**src/rtl/dcache_pkg.sv**
```systemverilog
// dcache_pkg: shared types and helpers for the direct-mapped write-through data cache.
//   state_e      - controller states (IDLE / FILL / WRITE)
//   req_t        - request captured when a miss or store leaves IDLE
//   byte_select  - extract one byte lane, zero-extended to a word
//   lane_enable  - byte-enable mask for a word or byte access
//   byte_merge   - merge new lanes into an existing word under a byte-enable mask
package dcache_pkg;

    localparam int unsigned WORD_W = 32;
    localparam int unsigned LANES  = WORD_W / 8;

    typedef enum logic [1:0] {
        IDLE  = 2'd0,
        FILL  = 2'd1,
        WRITE = 2'd2
    } state_e;

    typedef struct packed {
        logic [WORD_W-1:0] addr;
        logic [WORD_W-1:0] wdata;
        logic              byte_op;
    } req_t;

    // Little-endian lane pick: byte n lives in word[8n+7:8n].
    function automatic logic [WORD_W-1:0] byte_select(input logic [WORD_W-1:0] word,
                                                      input logic [1:0]        off);
        logic [7:0] b;
        case (off)
            2'd0:    b = word[7:0];
            2'd1:    b = word[15:8];
            2'd2:    b = word[23:16];
            default: b = word[31:24];
        endcase
        return WORD_W'(b);
    endfunction

    function automatic logic [LANES-1:0] lane_enable(input logic       byte_op,
                                                     input logic [1:0] off);
        logic [LANES-1:0] be;
        if (byte_op) begin
            be = LANES'(1) << off;
        end else begin
            be = '1;
        end
        return be;
    endfunction

    function automatic logic [WORD_W-1:0] byte_merge(input logic [WORD_W-1:0] old_word,
                                                     input logic [WORD_W-1:0] new_word,
                                                     input logic [LANES-1:0]  be);
        logic [WORD_W-1:0] res;
        for (int i = 0; i < int'(LANES); i++) begin
            res[8*i +: 8] = be[i] ? new_word[8*i +: 8] : old_word[8*i +: 8];
        end
        return res;
    endfunction

endpackage

```
**src/rtl/dcache_array.sv**
```systemverilog
// dcache_array: valid/tag/data storage for a direct-mapped cache of one-word lines.
//   i_clk, i_rst          - clock, synchronous active-high reset (clears valid bits only)
//   i_rd_idx              - asynchronous read index
//   o_rd_valid/tag/data   - contents of the addressed line
//   i_wr_en, i_wr_idx     - synchronous write strobe and index
//   i_wr_tag              - tag stored with the line (line is marked valid)
//   i_wr_be, i_wr_data    - byte-enable and data for the line word
module dcache_array
    import dcache_pkg::*;
#(
    parameter int unsigned SETS  = 16,
    parameter int unsigned IDX_W = $clog2(SETS),
    parameter int unsigned TAG_W = 26
) (
    input  logic              i_clk,
    input  logic              i_rst,
    input  logic [IDX_W-1:0]  i_rd_idx,
    output logic              o_rd_valid,
    output logic [TAG_W-1:0]  o_rd_tag,
    output logic [WORD_W-1:0] o_rd_data,
    input  logic              i_wr_en,
    input  logic [IDX_W-1:0]  i_wr_idx,
    input  logic [TAG_W-1:0]  i_wr_tag,
    input  logic [LANES-1:0]  i_wr_be,
    input  logic [WORD_W-1:0] i_wr_data
);

    logic [SETS-1:0]   r_valid;
    logic [TAG_W-1:0]  r_tag  [SETS];
    logic [WORD_W-1:0] r_data [SETS];

    // Valid bits: the only state that reset touches.
    always_ff @(posedge i_clk) begin
        if (i_rst) begin
            r_valid <= '0;
        end else if (i_wr_en) begin
            r_valid[i_wr_idx] <= 1'b1;
        end
    end

    // Tag/data: a write coinciding with reset is dropped so no half-filled line survives.
    always_ff @(posedge i_clk) begin
        if (!i_rst && i_wr_en) begin
            r_tag[i_wr_idx]  <= i_wr_tag;
            r_data[i_wr_idx] <= byte_merge(r_data[i_wr_idx], i_wr_data, i_wr_be);
        end
    end

    assign o_rd_valid = r_valid[i_rd_idx];
    assign o_rd_tag   = r_tag[i_rd_idx];
    assign o_rd_data  = r_data[i_rd_idx];

endmodule

```
**src/rtl/dcache_direct.sv**
```systemverilog
// dcache_direct: direct-mapped, write-through, no-write-allocate data cache.
//   clk, rst                  - clock, synchronous active-high reset
//   addr_i, wdata_i           - M-stage byte address and store data (byte stores use [7:0])
//   re_i, we_i, byte_op_i     - load / store request, byte access qualifier
//   rdata_o                   - load result (combinational, zero-extended for bytes)
//   stall_o                   - freeze the pipeline while a fill or write-through is outstanding
//   mem_req_o, mem_we_o       - memory request valid, write (1) / word read (0)
//   mem_addr_o, mem_wdata_o   - memory address and write data
//   mem_byte_o                - byte-write qualifier
//   mem_ack_i, mem_rdata_i    - memory completion and read word
module dcache_direct
    import dcache_pkg::*;
#(
    parameter int unsigned DATA_WIDTH = 32,
    parameter int unsigned SETS       = 16
) (
    input  logic                  clk,
    input  logic                  rst,
    input  logic [DATA_WIDTH-1:0] addr_i,
    input  logic [DATA_WIDTH-1:0] wdata_i,
    input  logic                  re_i,
    input  logic                  we_i,
    input  logic                  byte_op_i,
    output logic [DATA_WIDTH-1:0] rdata_o,
    output logic                  stall_o,
    output logic                  mem_req_o,
    output logic                  mem_we_o,
    output logic [DATA_WIDTH-1:0] mem_addr_o,
    output logic [DATA_WIDTH-1:0] mem_wdata_o,
    output logic                  mem_byte_o,
    input  logic                  mem_ack_i,
    input  logic [DATA_WIDTH-1:0] mem_rdata_i
);

    localparam int unsigned IDX_W = $clog2(SETS);
    localparam int unsigned TAG_W = DATA_WIDTH - IDX_W - 2;

    state_e                r_state;
    state_e                w_next;
    req_t                  r_req;
    logic [DATA_WIDTH-1:0] r_mem_addr;

    logic [IDX_W-1:0]      w_idx;
    logic [TAG_W-1:0]      w_tag;
    logic [1:0]            w_off;
    logic [IDX_W-1:0]      w_req_idx;
    logic [TAG_W-1:0]      w_req_tag;

    logic                  w_rd_valid;
    logic [TAG_W-1:0]      w_rd_tag;
    logic [DATA_WIDTH-1:0] w_rd_data;
    logic                  w_hit;

    logic                  w_latch;
    logic                  w_wr_en;
    logic [IDX_W-1:0]      w_wr_idx;
    logic [TAG_W-1:0]      w_wr_tag;
    logic [LANES-1:0]      w_wr_be;
    logic [DATA_WIDTH-1:0] w_wr_data;

    // Address split of the live request and of the latched one.
    assign w_off     = addr_i[1:0];
    assign w_idx     = addr_i[IDX_W+1:2];
    assign w_tag     = addr_i[DATA_WIDTH-1:IDX_W+2];
    assign w_req_idx = r_req.addr[IDX_W+1:2];
    assign w_req_tag = r_req.addr[DATA_WIDTH-1:IDX_W+2];

    dcache_array #(
        .SETS  (SETS),
        .IDX_W (IDX_W),
        .TAG_W (TAG_W)
    ) u_array (
        .i_clk      (clk),
        .i_rst      (rst),
        .i_rd_idx   (w_idx),
        .o_rd_valid (w_rd_valid),
        .o_rd_tag   (w_rd_tag),
        .o_rd_data  (w_rd_data),
        .i_wr_en    (w_wr_en),
        .i_wr_idx   (w_wr_idx),
        .i_wr_tag   (w_wr_tag),
        .i_wr_be    (w_wr_be),
        .i_wr_data  (w_wr_data)
    );

    assign w_hit = w_rd_valid && (w_rd_tag == w_tag);

    // State and captured request; reset abandons any outstanding transaction.
    always_ff @(posedge clk) begin
        if (rst) begin
            r_state    <= IDLE;
            r_req      <= '0;
            r_mem_addr <= '0;
        end else begin
            r_state <= w_next;
            if (w_latch) begin
                r_req.addr    <= addr_i;
                r_req.wdata   <= wdata_i;
                r_req.byte_op <= byte_op_i;
                // Byte writes keep the byte address; everything else goes out word-aligned.
                r_mem_addr    <= (we_i && byte_op_i) ? addr_i : {addr_i[DATA_WIDTH-1:2], 2'b00};
            end
        end
    end

    // Next state, stall, load data and array write controls.
    always_comb begin
        w_next    = r_state;
        stall_o   = 1'b0;
        rdata_o   = '0;
        w_latch   = 1'b0;
        w_wr_en   = 1'b0;
        w_wr_idx  = w_idx;
        w_wr_tag  = w_tag;
        w_wr_be   = '0;
        w_wr_data = wdata_i;

        unique case (r_state)
            IDLE: begin
                if (we_i) begin
                    // Store wins over a simultaneous load; a hit updates the line now.
                    stall_o = 1'b1;
                    w_latch = 1'b1;
                    w_next  = WRITE;
                    if (w_hit) begin
                        w_wr_en   = 1'b1;
                        w_wr_be   = lane_enable(byte_op_i, w_off);
                        w_wr_data = byte_op_i ? {LANES{wdata_i[7:0]}} : wdata_i;
                    end
                end else if (re_i) begin
                    if (w_hit) begin
                        rdata_o = byte_op_i ? byte_select(w_rd_data, w_off) : w_rd_data;
                    end else begin
                        stall_o = 1'b1;
                        w_latch = 1'b1;
                        w_next  = FILL;
                    end
                end
            end
            FILL: begin
                stall_o = 1'b1;
                if (mem_ack_i) begin
                    // Forward the fill word in the ack cycle so the held load retires.
                    stall_o   = 1'b0;
                    rdata_o   = r_req.byte_op ? byte_select(mem_rdata_i, r_req.addr[1:0])
                                              : mem_rdata_i;
                    w_wr_en   = 1'b1;
                    w_wr_idx  = w_req_idx;
                    w_wr_tag  = w_req_tag;
                    w_wr_be   = '1;
                    w_wr_data = mem_rdata_i;
                    w_next    = IDLE;
                end
            end
            WRITE: begin
                stall_o = !mem_ack_i;
                if (mem_ack_i) begin
                    w_next = IDLE;
                end
            end
            default: begin
                w_next = IDLE;
            end
        endcase
    end

    assign mem_req_o   = (r_state != IDLE);
    assign mem_we_o    = (r_state == WRITE);
    assign mem_byte_o  = (r_state == WRITE) && r_req.byte_op;
    assign mem_addr_o  = r_mem_addr;
    assign mem_wdata_o = r_req.wdata;

endmodule

```
**config.mk**
```make
export PLATFORM = sky130hd
export DESIGN_NAME = dcache_direct
export DESIGN_NICKNAME = d
export VERILOG_FILES = /design/src/rtl/dcache_pkg.sv /design/src/rtl/dcache_array.sv /design/src/rtl/dcache_direct.sv
export SDC_FILE = /design/constraint.sdc
export NUM_CORES = 1
export LEC_CHECK = 0
export BUFFER_PORTS_ARGS = -buffer_cell sky130_fd_sc_hd__buf_4
export CORE_MARGIN = 4
export CORE_UTILIZATION = 35
export DETAILED_ROUTE_END_ITERATION = 8
export PLACE_DENSITY = 0.58
export SLEW_MARGIN = 20
export SYNTH_ARGS = -nofsm -noshare
export SYNTH_HDL_FRONTEND = slang
export SYNTH_HIERARCHICAL = 1
export SYNTH_SLANG_ARGS = --single-unit
```
**constraint.sdc**
```tcl
create_clock -name clk -period 10.4 [get_ports clk]
set_clock_uncertainty 0.05 [all_clocks]
set_input_delay 1.04 -clock clk [delete_from_list [all_inputs] [get_ports clk]]
set_output_delay 1.04 -clock clk [all_outputs]
set_load 0.01 [all_outputs]
```
==> results.yml <==
setup_path:
  r2r-end: "u_array/r_data[0][6]"
  cp_slowest_cell: "nor3_4"
  crit_type: "input port to flop"
  reg2reg_slack_ns: 4.32
  reg2reg_from: "u_array/r_tag[9][22]"
  crit_chain: "buf_8 -> buf_4 -> mux4_2 -> a22oi_1 -> nand2_1 -> xnor2_1 -> nand4_1 -> nor4_4 -> and2_1 -> nand3_1 -> nand2_1 -> or4b_1 -> nor3_4 -> buf_4 -> and2_1"
  r2r_cells: 13
  critPathLaunchType: "input port"
  max_stage_delay_ns: 0.75
  cp_data_required_time_ns: 10.66
  crit_fanout: 76
  arrival_ns: 7.61
  cp-end-kind: "flop"
  startpoint: "addr_i[2]"
clock_network:
  cts_resized: 0
  cts_root_buf: "clkbuf_16"
  clk_pin_slew_worst_paths_ns: 0.06
  cts_tree: "built"
  h-tree-depth: 3
  ctsHoldBuffers: 0
  clock_sinks: 1013
  cts-buffers-inserted: 105
  cts_buffer_depth: 3
  cts_setup_buffers: 0
  clkLatencyLatePin_ns: 0.68
global_route:
  antenna_found_initial: 9
  grt_overflow: 0
  grt.total_usage: 0.1940
  grt_pass1_vias: 22950
  grt_pass1_wl_um: 170500
  grt_max_degree: 91
synth:
  yosysWarningCount: 6
  synthArstFlopShare: 0
  synth_cells: 2268
  syn_area_per_cell_um2: 18.11
  yosys.area.top_type_share: 0.6785
  synth_area_mm2: 0.04107
  synth_edf_count: 928
  synth_largest_area_cell: "edfxtp_1"
  synth_flop_cell: "edfxtp_1"
  ys_ff_latch: 1013
  yosysUniqueCellTypes: 47
  syn-num-nets: 2374
  netlist_top_cells_area: "edfxtp_1 (68%), mux4_2 (14%), dfxtp_1 (4.1%)"
  yosysSeqAreaShare: 0.7199
hold_path:
  hold_depth: 2
  hold_path_class: "flop to flop"
  hp-start: "mem_wdata_o[22]"
  min_to: "mem_wdata_o[22]"
floorplan:
  start_util: 0.3530
  rows: 125
  coreArea_mm2: 0.1164
  die_y_um: 350.6
  die_area_mm2: 0.1229
  die_w_um: 350.6
  pin_count: 202
drt:
  routed_wl_um: 120400
  via_count: 22790
  dr.pass1.iters: 5
  drcViolationCount: 0
  avgRoutedWirePerCell_um: 29.70
  postRouteAntennaNets: 0
  via_per_inst: 5.622
  drt_first_iter_violations: 2986
pwr:
  power.density_mw_per_mm2: 190.5
  p_leak_nw: 15.88
  max-vdd-ir-drop_v: 0.0001159
layout:
  drive_above_1_share: 0.2820
  area_growth_pct: 15.91
  final.fill_count: 10320
  stdcell_count: 4053
  utilization: 0.4091
  finalNetCount: 2542
  fin_area_mm2: 0.04761
placement:
  port_buffers: 201
  dp_hpwl_um: 80050
  placed_cell_area_mm2: 0.04403
  placed_cells: 3852
  gp_congestion: 0.8421
timing:
  layout_min_cycle_time_ns: 7.353
  fin_crit_sh: 0.7070
  setup_viol: 0
  grt_setup_unrepaired: "no"
  worstMarginPinSlew_ns: 1.144
  hold_violations: 0
  maxSlewHeadroom: 0.2368
  fmax_ghz: 0.1360
  slew_violations: 0
  setup-tns-final_ns: 0
status:
  outcome: "finished clean"
flow_run:
  cap_violations: 0
## placed cells by master (no fill, tap or decap), drive strengths merged, types with 2 or more instances in the layout
master | netlist | layout
edfxtp | 928 | 928
nand2 | 297 | 297
buf | 128 | 264
mux4 | 252 | 252
a22oi | 141 | 141
clkbuf | 75 | 118
dfxtp | 85 | 85
a21oi | 70 | 70
and2 | 69 | 69
clkinv | 0 | 48
a22o | 32 | 32
mux2i | 32 | 32
nor2 | 31 | 31
xnor2 | 24 | 24
a21o | 16 | 16
inv | 6 | 16
bufinv | 0 | 15
a221o | 14 | 14
o21ai | 10 | 10
nand4 | 5 | 5
nand3 | 5 | 5
a32oi | 5 | 5
clkinvlp | 0 | 5
o2111ai | 5 | 5
nor3 | 5 | 5
diode | 0 | 4
ha | 4 | 4
nand2b | 3 | 3
nor2b | 3 | 3
a21boi | 2 | 2
xor2 | 2 | 2
nand4b | 2 | 2
and4 | 2 | 2
nand4bb | 2 | 2
nor4 | 2 | 2
## report_power, final
part           leakage (nW)  switching [mW]  internal (mW)
Sequential             9.04          0.0262           4.51
Combinational          5.11           0.460          0.244
Clock                  1.73            1.58           2.25
## worst max-delay path by stage
| stage | endpoint | slack, ns | cells after the start |
|---|---|---|---|
| final | u_array/r_data[0][6] | 3.05 | 15 |
| after global routing | u_array/r_data[0][6] | 2.61 | 15 |
| after CTS | u_array/r_data[0][6] | 3.00 | 15 |
| after detailed placement | u_array/r_data[0][3] | 2.32 | 15 |
| after global placement | u_array/r_data[0][2] | 2.56 | 15 |
| after floorplan | u_array/r_data[8][0] | 3.85 | 15 |
## sequential cells by signal (all words and copies together) (netlist names)
name / flops
mem_addr_o: 2
r_req: 33
r_state: 2
u_array/r_data: 512
u_array/r_valid: 16
mem_wdata_o: 32
u_array/r_tag: 416
## per-stage QoR
step / setup WS [ns] / total power, mW / hold slack, ns
floorplan: 3.846 / 5.020 / 0.3711
global route: 2.610 / 9.368 / 0.4169
CTS: 2.999 / 9.139 / 0.4053
finish: 3.047 / 9.067 / 0.4033
global placement: 2.558 / 5.306 / 0.3774
detailed placement: 2.322 / 5.321 / 0.3915
## cell families after synthesis
family	after synthesis	synth area share
DFF	1013	0.7199
and+or+nand+nor	430	0.04649
AOI/OAI and AO/OA	302	0.05319
muxes	284	0.1460
buffers and inverters	209	0.02763
xor gates and xnor gates	26	0.005545
adders and majority gates	4	0.001219
## synthesized netlist by cell type, types with 10 or more instances
library cell and n:
edfxtp_1 928, nand2_1 297, mux4_2 252, a22oi_1 141, dfxtp_1 85, clkbuf_1 75, a21oi_1 70, and2_1 69
buf_4 66, buf_2 46, a22o_1 32, mux2i_1 32, nor2_1 31, xnor2_1 24, a21o_1 16, a221o_1 14
buf_1 10, o21ai_0 10
## layer usage
metal	part of all wire	vias to the layer above	wire length [um]	track usage
met5	0.00020	-	24	0
met4	0.019	4	2267	0.04642
met3	0.095	145	11390	0.04615
met2	0.47	1067	56990	0.3083
met1	0.41	12150	49690	0.2713
li1	-	9415	-	-
## area by class of cell
cell class,count,area (um^2),share of cell area
Sequential cell,1013,29570,0.6211
Multi-Input combinational cell,1046,10550,0.2216
Clock buffer,118,2696,0.05664
Timing Repair Buffer,264,2017,0.04237
Tap cell,1524,1907,0.04005
Clock inverter,78,835.8,0.01756
Inverter,6,22.52,0.0004731
Antenna cell,4,10.01,0.0002103
## critical path, delay by kind of cell
family / cells / cell delay (ns)
and+or+nand+nor: 9 / 3.64
xor gates and xnor gates: 1 / 0.53
AOI/OAI and AO/OA: 1 / 0.22
buffers and inverters: 3 / 1.53
muxes: 1 / 0.58
Power figures use the tool's default switching activity.
